`config.mk`:
```
export PLATFORM = sky130hd
export DESIGN_NAME = snake_engine
export DESIGN_NICKNAME = d
export VERILOG_FILES = /design/src/rtl/snake_pkg.sv /design/src/rtl/snake_engine_counter.sv /design/src/rtl/snake_engine.sv
export SDC_FILE = /design/constraint.sdc
export NUM_CORES = 1
export LEC_CHECK = 0
export BUFFER_PORTS_ARGS = -buffer_cell sky130_fd_sc_hd__buf_2
export CORE_MARGIN = 2
export CORE_UTILIZATION = 41
export CTS_CLUSTER_SIZE = 25
export DETAILED_ROUTE_END_ITERATION = 10
export GPL_ROUTABILITY_DRIVEN = 0
export GPL_TIMING_DRIVEN = 0
export MAX_ROUTING_LAYER = met4
export PLACE_DENSITY = 0.68
export SYNTH_ARGS = -nofsm -noshare
export SYNTH_HDL_FRONTEND = slang
export SYNTH_SLANG_ARGS = --single-unit
```
`constraint.sdc`:
```
create_clock -name CLK -period 7.5 [get_ports CLK]
set_input_delay 0.75 -clock CLK [delete_from_list [all_inputs] [get_ports CLK]]
set_output_delay 0.75 -clock CLK [all_outputs]
set_load 0.005 [all_outputs]
```
`src/rtl/snake_pkg.sv`:
```
// Shared encodings and colour constants for the snake engine.
package snake_pkg;

  typedef enum logic [1:0] {
    DIR_UP    = 2'b00,
    DIR_RIGHT = 2'b01,
    DIR_DOWN  = 2'b10,
    DIR_LEFT  = 2'b11
  } dir_t;

  typedef enum logic [2:0] {
    ST_IDLE,
    ST_RUN,
    ST_MOVE,
    ST_CHECK,
    ST_DEAD
  } state_t;

  localparam logic [11:0] COL_HEAD      = 12'hFF0;
  localparam logic [11:0] COL_DEAD_HEAD = 12'hF0F;
  localparam logic [11:0] COL_BODY      = 12'h0F0;
  localparam logic [11:0] COL_FOOD      = 12'hF00;
  localparam logic [11:0] COL_BG        = 12'h000;

  // Opposite directions differ only in the upper encoding bit.
  function automatic dir_t reverse_of(input dir_t d);
    return dir_t'(d ^ 2'b10);
  endfunction

endpackage

```
`src/rtl/snake_engine_counter.sv`:
```
// Free-running modulo counter with a terminal-count trigger; used as the move tick timer.
module Generic_counter #(
  parameter int COUNTER_WIDTH = 4,
  parameter int COUNTER_MAX   = 9
) (
  input  logic CLK,
  input  logic RESET,
  input  logic ENABLE_IN,
  output logic TRIG_OUT
);

  localparam logic [COUNTER_WIDTH-1:0] CMAX = COUNTER_WIDTH'(COUNTER_MAX);

  logic [COUNTER_WIDTH-1:0] r_count;

  always_ff @(posedge CLK) begin
    if (RESET) begin
      r_count <= '0;
    end else if (ENABLE_IN) begin
      if (r_count == CMAX) r_count <= '0;
      else                 r_count <= r_count + 1'b1;
    end
  end

  assign TRIG_OUT = ENABLE_IN && (r_count == CMAX);

endmodule

```
`src/rtl/snake_engine.sv`:
```
// Variable-length snake: segment storage, movement FSM, self-collision and pixel rendering.
module snake_engine
  import snake_pkg::*;
#(
  parameter int MAX_LENGTH  = 32,
  parameter int INIT_LENGTH = 4,
  parameter int GRID_W      = 160,
  parameter int GRID_H      = 120,
  parameter int X_W         = 8,
  parameter int Y_W         = 7,
  parameter int MOVE_PERIOD = 3000000,
  parameter int START_X     = 80,
  parameter int START_Y     = 100,
  localparam int LW         = $clog2(MAX_LENGTH + 1)
) (
  input  logic           CLK,
  input  logic           RESET,
  input  logic           ENABLE,
  input  logic [1:0]     NAV_STATE,
  input  logic [X_W-1:0] FOOD_X,
  input  logic [Y_W-1:0] FOOD_Y,
  input  logic [9:0]     ADDRH,
  input  logic [8:0]     ADDRV,
  output logic [11:0]    COLOUR_OUT,
  output logic           FOOD_EATEN,
  output logic           COLLISION,
  output logic [LW-1:0]  LENGTH
);

  localparam int TW = (MOVE_PERIOD > 1) ? $clog2(MOVE_PERIOD) : 1;

  function automatic logic [X_W-1:0] init_x(input int i);
    int v;
    v = (START_X - i) % GRID_W;
    if (v < 0) v += GRID_W;
    return X_W'(v);
  endfunction

  state_t         r_state;
  dir_t           r_dir;
  logic [X_W-1:0] r_seg_x [MAX_LENGTH];
  logic [Y_W-1:0] r_seg_y [MAX_LENGTH];
  logic [LW-1:0]  r_length;
  logic           r_food_eaten;
  logic           r_collision;

  logic           w_tick_rst, w_trig, w_tick;
  dir_t           w_new_dir;
  logic [X_W-1:0] w_head_x, w_pix_x;
  logic [Y_W-1:0] w_head_y, w_pix_y;
  logic           w_self_hit, w_food_hit;
  logic           w_pix_head, w_pix_body, w_pix_food;
  logic           w_unused_addr_lsbs;

  assign w_tick_rst = RESET || (r_state != ST_RUN);

  Generic_counter #(
    .COUNTER_WIDTH(TW),
    .COUNTER_MAX  (MOVE_PERIOD - 1)
  ) u_tick (
    .CLK      (CLK),
    .RESET    (w_tick_rst),
    .ENABLE_IN(1'b1),
    .TRIG_OUT (w_trig)
  );

  assign w_tick    = w_trig && (r_state == ST_RUN);
  assign w_new_dir = (dir_t'(NAV_STATE) == reverse_of(r_dir)) ? r_dir : dir_t'(NAV_STATE);

  always_comb begin
    w_head_x = r_seg_x[0];
    w_head_y = r_seg_y[0];
    unique case (w_new_dir)
      DIR_UP:    w_head_y = (r_seg_y[0] == '0) ? Y_W'(GRID_H - 1) : r_seg_y[0] - 1'b1;
      DIR_DOWN:  w_head_y = (r_seg_y[0] == Y_W'(GRID_H - 1)) ? '0 : r_seg_y[0] + 1'b1;
      DIR_LEFT:  w_head_x = (r_seg_x[0] == '0) ? X_W'(GRID_W - 1) : r_seg_x[0] - 1'b1;
      DIR_RIGHT: w_head_x = (r_seg_x[0] == X_W'(GRID_W - 1)) ? '0 : r_seg_x[0] + 1'b1;
    endcase
  end

  assign w_pix_x            = X_W'(ADDRH[9:2]);
  assign w_pix_y            = Y_W'(ADDRV[8:2]);
  assign w_unused_addr_lsbs = ^{ADDRH[1:0], ADDRV[1:0]};

  always_comb begin
    w_self_hit = 1'b0;
    w_pix_body = 1'b0;
    for (int unsigned i = 1; i < MAX_LENGTH; i++) begin
      if (LW'(i) < r_length) begin
        if (r_seg_x[i] == r_seg_x[0] && r_seg_y[i] == r_seg_y[0]) w_self_hit = 1'b1;
        if (r_seg_x[i] == w_pix_x && r_seg_y[i] == w_pix_y)       w_pix_body = 1'b1;
      end
    end
  end

  assign w_food_hit = (r_seg_x[0] == FOOD_X) && (r_seg_y[0] == FOOD_Y);
  assign w_pix_head = (r_seg_x[0] == w_pix_x) && (r_seg_y[0] == w_pix_y);
  assign w_pix_food = (FOOD_X == w_pix_x) && (FOOD_Y == w_pix_y);

  always_comb begin
    if (w_pix_head)      COLOUR_OUT = (r_state == ST_DEAD) ? COL_DEAD_HEAD : COL_HEAD;
    else if (w_pix_body) COLOUR_OUT = COL_BODY;
    else if (w_pix_food) COLOUR_OUT = COL_FOOD;
    else                 COLOUR_OUT = COL_BG;
  end

  // The move happens on the edge into MOVE and the checks on the edge leaving it,
  // so results are visible two cycles after the tick.
  always_ff @(posedge CLK) begin
    if (RESET) begin
      r_state      <= ST_IDLE;
      r_dir        <= DIR_RIGHT;
      r_length     <= LW'(INIT_LENGTH);
      r_food_eaten <= 1'b0;
      r_collision  <= 1'b0;
      for (int unsigned i = 0; i < MAX_LENGTH; i++) begin
        r_seg_x[i] <= init_x(int'(i));
        r_seg_y[i] <= Y_W'(START_Y);
      end
    end else begin
      r_food_eaten <= 1'b0;
      unique case (r_state)
        ST_IDLE: if (ENABLE) r_state <= ST_RUN;
        ST_RUN: begin
          if (!ENABLE) begin
            r_state <= ST_IDLE;
          end else if (w_tick) begin
            r_dir <= w_new_dir;
            for (int unsigned i = 1; i < MAX_LENGTH; i++) begin
              r_seg_x[i] <= r_seg_x[i-1];
              r_seg_y[i] <= r_seg_y[i-1];
            end
            r_seg_x[0] <= w_head_x;
            r_seg_y[0] <= w_head_y;
            r_state    <= ST_MOVE;
          end
        end
        ST_MOVE: begin
          if (w_self_hit) begin
            r_collision <= 1'b1;
            r_state     <= ST_DEAD;
          end else begin
            if (w_food_hit) begin
              r_food_eaten <= 1'b1;
              if (r_length != LW'(MAX_LENGTH)) r_length <= r_length + 1'b1;
            end
            r_state <= ST_CHECK;
          end
        end
        ST_CHECK: r_state <= ST_RUN;
        ST_DEAD:  r_state <= ST_DEAD;
        default:  r_state <= ST_IDLE;
      endcase
    end
  end

  assign FOOD_EATEN = r_food_eaten;
  assign COLLISION  = r_collision;
  assign LENGTH     = r_length;

endmodule

```
# After elaboration in Yosys (flattened, before gate mapping)
# Memory sizes are Yosys's and may differ from the RTL's.
# Cells that the tools add are included.
# word_totals
ram_bits,480
mem_count,2
reg_bits,35
wordCells,546
# op_classes
add_sub_neg,6
n_lt_le_gt_ge,31
n_eq_ne,145
n_bitwise,67
n_mux,212
reduce_logical,77
# memory_table
name,depth,word_bits,rd,rd_ports_with_merged_regs,write_ports,line,text
r_seg_x,32,8,32,0,32,snake_engine.sv:41,logic [X_W-1:0] r_seg_x [MAX_LENGTH];
r_seg_y,32,7,32,0,32,snake_engine.sv:42,logic [Y_W-1:0] r_seg_y [MAX_LENGTH];
# ops
cell,n
== test 8 bit,65
== test 7 bit,65
2-to-1 mux 8 bit,35
2-to-1 mux 7 bit,34
2-to-1 mux 1 bit,132
< comparator 5 x 6 -> 1 bit (first input constant),16
logical AND 1 bit,66
bitwise OR 1 bit,64
< comparator 4 x 6 -> 1 bit (first input constant),8
2-to-1 mux 12 bit,3
< comparator 3 x 6 -> 1 bit (first input constant),4
adder 22 x 1 -> 22 bit (second input constant),1
== test 22 bit (second input constant),1
case mux 8 bit (2 select lines),1
case mux 3 bit (5 select lines),1
case mux 7 bit (2 select lines),1
< comparator 2 x 6 -> 1 bit (first input constant),2
2-to-1 mux 3 bit,4
adder 8 x 1 -> 8 bit (second input constant),1
== test 8 bit (second input constant),1
logical NOT 8 bit,1
subtractor 8 x 1 -> 8 bit (second input constant),1
adder 7 x 1 -> 7 bit (second input constant),1
== test 7 bit (second input constant),1
other kinds (24),29

# Longest topological paths before layout
# An unclocked memory read counts as a cell.
# depth
word_depth,67
mapped_depth,12

# Hierarchy
# A second synthesis with hierarchy kept.
# unflattened
cells_unflattened,3342
area_unflattened_um2,31681.6
# modules_own_cells
mod,n_inst,cells_each,seq_area_each_um2,area_per_inst_um2
snake_engine,1,3222,12572.1,30648.1
Generic_counter,1,120,440.4,1033.5

# Worst setup path after synthesis
# No wires, ideal clock.
# synth_path
path_type,reg-to-reg
start,register u_tick.r_count[0]
end,"memory r_seg_x[12][4], in the netlist r_seg_x[0][100] (enable)"
stages_incl_launch_ff,10
t_arrival_ps,7517
path_buffers,3
setup_ps,626
path_slack_ps,-644
cell_sequence,dfxtp_1 ha_1 and3_1 nand3_1 or4_4 or3_1 buf_2 clkbuf_1 buf_2 nand2_1
# synth_rtl
item,line,text
from (decl),snake_engine_counter.sv:14,logic [COUNTER_WIDTH-1:0] r_count;
from (signal assigned),snake_engine_counter.sv:21,else r_count <= r_count + 1'b1;
to (decl),snake_engine.sv:41,

# Worst setup path in the final report
# layout_path
start,input ADDRV[6]
end,output COLOUR_OUT[6]
# layout_between
elab_chain_len,66
# layout_rtl
item,line,text
from (decl),snake_engine.sv:23,"input logic [8:0] ADDRV,"
== test 7 bit,snake_engine.sv:91,if (r_seg_x[i] == w_pix_x && r_seg_y[i] == w_pix_y) w_pix_body = 1'b1;
logical AND 1 bit,snake_engine.sv:91,
2-to-1 mux 1 bit,snake_engine.sv:91,
2-to-1 mux 1 bit,snake_engine.sv:89,if (LW'(i) < r_length) begin
2-to-1 mux 1 bit,snake_engine.sv:91,
2-to-1 mux 1 bit,snake_engine.sv:89,
2-to-1 mux 1 bit,snake_engine.sv:91,
2-to-1 mux 1 bit,snake_engine.sv:89,
[... 50 more ...],-,
2-to-1 mux 1 bit,snake_engine.sv:91,
2-to-1 mux 1 bit,snake_engine.sv:89,
2-to-1 mux 1 bit,snake_engine.sv:91,
2-to-1 mux 1 bit,snake_engine.sv:89,
2-to-1 mux 1 bit,snake_engine.sv:91,
2-to-1 mux 1 bit,snake_engine.sv:89,
2-to-1 mux 12 bit,snake_engine.sv:102,else if (w_pix_body) COLOUR_OUT = COL_BODY;
2-to-1 mux 12 bit *,snake_engine.sv:101,if (w_pix_head) COLOUR_OUT = (r_state == ST_DEAD) ? COL_DEAD_HEAD : COL_HEAD;
to (decl),snake_engine.sv:24,"output logic [11:0] COLOUR_OUT,"
# Mark *: on every way between the ends. The rest lies on a longest branch, timed or not.

==> results.sh <==
export IMPL_cts_setup_buffers=0
export IMPL_syn_nets=3355
export IMPL_synth_flop_cell="edfxtp_1"
export IMPL_drtAntennaViolNets=0
export IMPL_dr_wl_met3_um=20100
export IMPL_hold_depth=3
export IMPL_ys_seq_elements=515
export IMPL_cts_resized=0
export IMPL_postLayoutCellArea_um2=34800
export IMPL_dr_pass1_iters=11
export IMPL_grt_max_degree=112
export IMPL_io_buffers=39
export IMPL_grt_pass1_wl_um=176000
export IMPL_async_reset_ff_share_pct=0
export IMPL_drive_above_1_share_pct=12.2
export IMPL_hold_viol=0
export IMPL_status="finished, violations left"
export IMPL_crit_arrival_ns=5.45
export IMPL_drt_wirelength_per_cell_um=28.6
export IMPL_nets=3453
export IMPL_dieWidth_um=281
export IMPL_timing_worst_setup_path_type="in2out"
export IMPL_preCtsSetupSlack_ns=2.04
export IMPL_wl_met1_um=46500
export IMPL_wl_met2_um=50000
export IMPL_cellLeakagePower_nw=12.4
export IMPL_top_layer="met4"
export IMPL_drt_iter0_markers=4855
export IMPL_failed_checks="design-rule violations, max-capacitance violations, max-slew violations"
export IMPL_worst_setup_path_start_kind="input port"
export IMPL_num_vias=27000
export IMPL_p_per_area_nw_per_um2=197
export IMPL_worstRegToRegCells=11
export IMPL_die_area_um2=78800
export IMPL_fp_coreArea_um2=75800
export IMPL_fillers=7279
export IMPL_die_h_um=281
export IMPL_antenna_found_initial=5
export IMPL_worst_pin_slew_ns=1.52
export IMPL_grt_ovfl_total=0
export IMPL_syn_area_um2=31400
export IMPL_regArea_um2=13000
export IMPL_area_growth_syn_to_layout_pct=10.8
export IMPL_rsz0062_at_grt="no"
export IMPL_ys_seq_area_share_pct=41.4
export IMPL_via_per_inst=6.09
export IMPL_syn_inst=3308
export IMPL_synth_common_cells="xor2_1, nand2_1, xnor2_1"
export IMPL_gr_usage_all_layers_pct=32.1
export IMPL_clockBufferDepth=3
export IMPL_yosys_area_top_type="edfxtp_1"
export IMPL_cts_made_buffers=55
export IMPL_finalSetupViolations=0
export IMPL_min_period_ns=6.20
export IMPL_fin_crit_sh_pct=82.7
export IMPL_floorplan_initialDensity_pct=41.4
export IMPL_slew_violations=3
export IMPL_grt_pass1_vias=24900
export IMPL_clk_pin_slew_ns=0.06
export IMPL_ys_warn_count=0
export IMPL_finClkSkew_ns=0.0379
export IMPL_slew_headroom_pct=-2.32
export IMPL_ios=59
export IMPL_cts_sinks=515
export IMPL_setup_ws_ns=1.30
export IMPL_cts_tree="built"
export IMPL_synth_area_leaders="edfxtp_1, dfxtp_1, xor2_1"
export IMPL_fin_util_pct=45.9
export IMPL_max_freq_ghz=0.161
export IMPL_h_tree_depth=2
export IMPL_peakVddDrop_mv=0.189
export IMPL_postPlaceCellArea_um2=32900
export IMPL_synth_edf_count=270
export IMPL_synthDistinctLibCells=62
export IMPL_report_power_total_mw=6.86
export IMPL_multi_input_area_um2=16800
export IMPL_drt_total_wl_um=127000
export IMPL_synth_top_area_share_pct=25.8
export IMPL_hold_buffers=0
export IMPL_drc=4
export IMPL_cp_max_fo=10
export IMPL_yosysMostFrequentCell="xor2_1"
export IMPL_cts_root_buf="clkbuf_16"
export IMPL_critPathRequiredTime_ns=6.75
export IMPL_min_path_type="in2reg"
export IMPL_row_count=101
export IMPL_insertion_delay_ns=0.66
export IMPL_whs_ns=0.426
export IMPL_cap_violations=1
export IMPL_dpl_hpwl_um=87700
export IMPL_end_kind="output port"
export IMPL_avgSynthCellArea_um2=9.49
metal layers:
metal | vias up | global-route usage [%]
li1 | 11300 | -
met1 | 12800 | 39.4
met2 | 2233 | 43.5
met3 | 653 | 13.0
met4 | 0 | 20.2
met5 | - | -
registers in the layout, summed over array words and instances, names as in the netlist:
name and count:
COLLISION 1, FOOD_EATEN 1, LENGTH 6, r_dir 2, r_seg_x 256, r_seg_y 224
r_state 3, u_tick.r_count 22
kinds of logic (layout without fill, tap and decap cells):
| group | after synthesis | after routing | synth area share, % |
|---|---|---|---|
| simple gates | 1298 | 1298 | 21.0 |
| flops | 515 | 515 | 41.4 |
| compound gates | 217 | 217 | 3.96 |
| mux | 4 | 4 | 0.128 |
| other cells | 0 | 4 | 0 |
| xor+xnor | 1004 | 1004 | 28.0 |
| buf+inv | 262 | 406 | 5.10 |
| fa+ha+maj | 8 | 8 | 0.319 |
final cells by class:
class | count | share of cell area (%)
sequential | 515 | 37.4
clock buffer | 75 | 4.62
inverter | 13 | 0.140
buffer | 249 | 4.47
tap | 978 | 3.52
antenna | 4 | 0.0288
timing repair buffer | 41 | 0.720
clock inverter | 28 | 0.759
multi-input combinational | 2531 | 48.3
critical path, cell delays in order:
cell	delay, ns
buf_2	0.33
buf_2	0.69
buf_2	0.73
xnor2_1	0.13
nand4_1	0.12
nor3_1	0.05
a31oi_1	0.38
nand4_1	0.36
nor4_1	1.24
a21oi_1	0.31
buf_4	0.22
buf_2	0.11
where the power goes:
part / total, mW / internal (mW) / switching [mW] / leakage (nW)
logic: 0.848 / 0.290 / 0.558 / 6.82
registers: 3.15 / 3.04 / 0.107 / 4.60
clock network: 2.87 / 1.64 / 1.23 / 0.933
per-stage QoR:
step,setup TNS (ns),cells
finish,0,4434
floorplan,0,3308
CTS,0,4430
detailed placement,0,4327
global placement,-36.02,4325
global route,0,4433
cell usage in the layout (no fill, tap or decap), drive strengths merged, types with 120 or more instances in the layout:
cell type,synthesis,routed
a21oi,138,138
and2,150,150
buf,174,215
clkbuf,75,150
dfxtp,245,245
edfxtp,270,270
nand2,471,471
nand3,166,166
nand4,120,120
nor4,154,154
xnor2,452,452
xor2,552,552
final timing paths:
check | from | to | slack [ns]
worst min register to register | u_tick.r_count[0] | u_tick.r_count[0] | 0.47
worst max-delay path | ADDRV[6] | COLOUR_OUT[6] | 1.30
worst min-delay path | NAV_STATE[1] | r_dir[1] | 0.43
worst max register to register | u_tick.r_count[0] | r_seg_x[0][103] | 2.86
(Power assumes the default switching activity.)
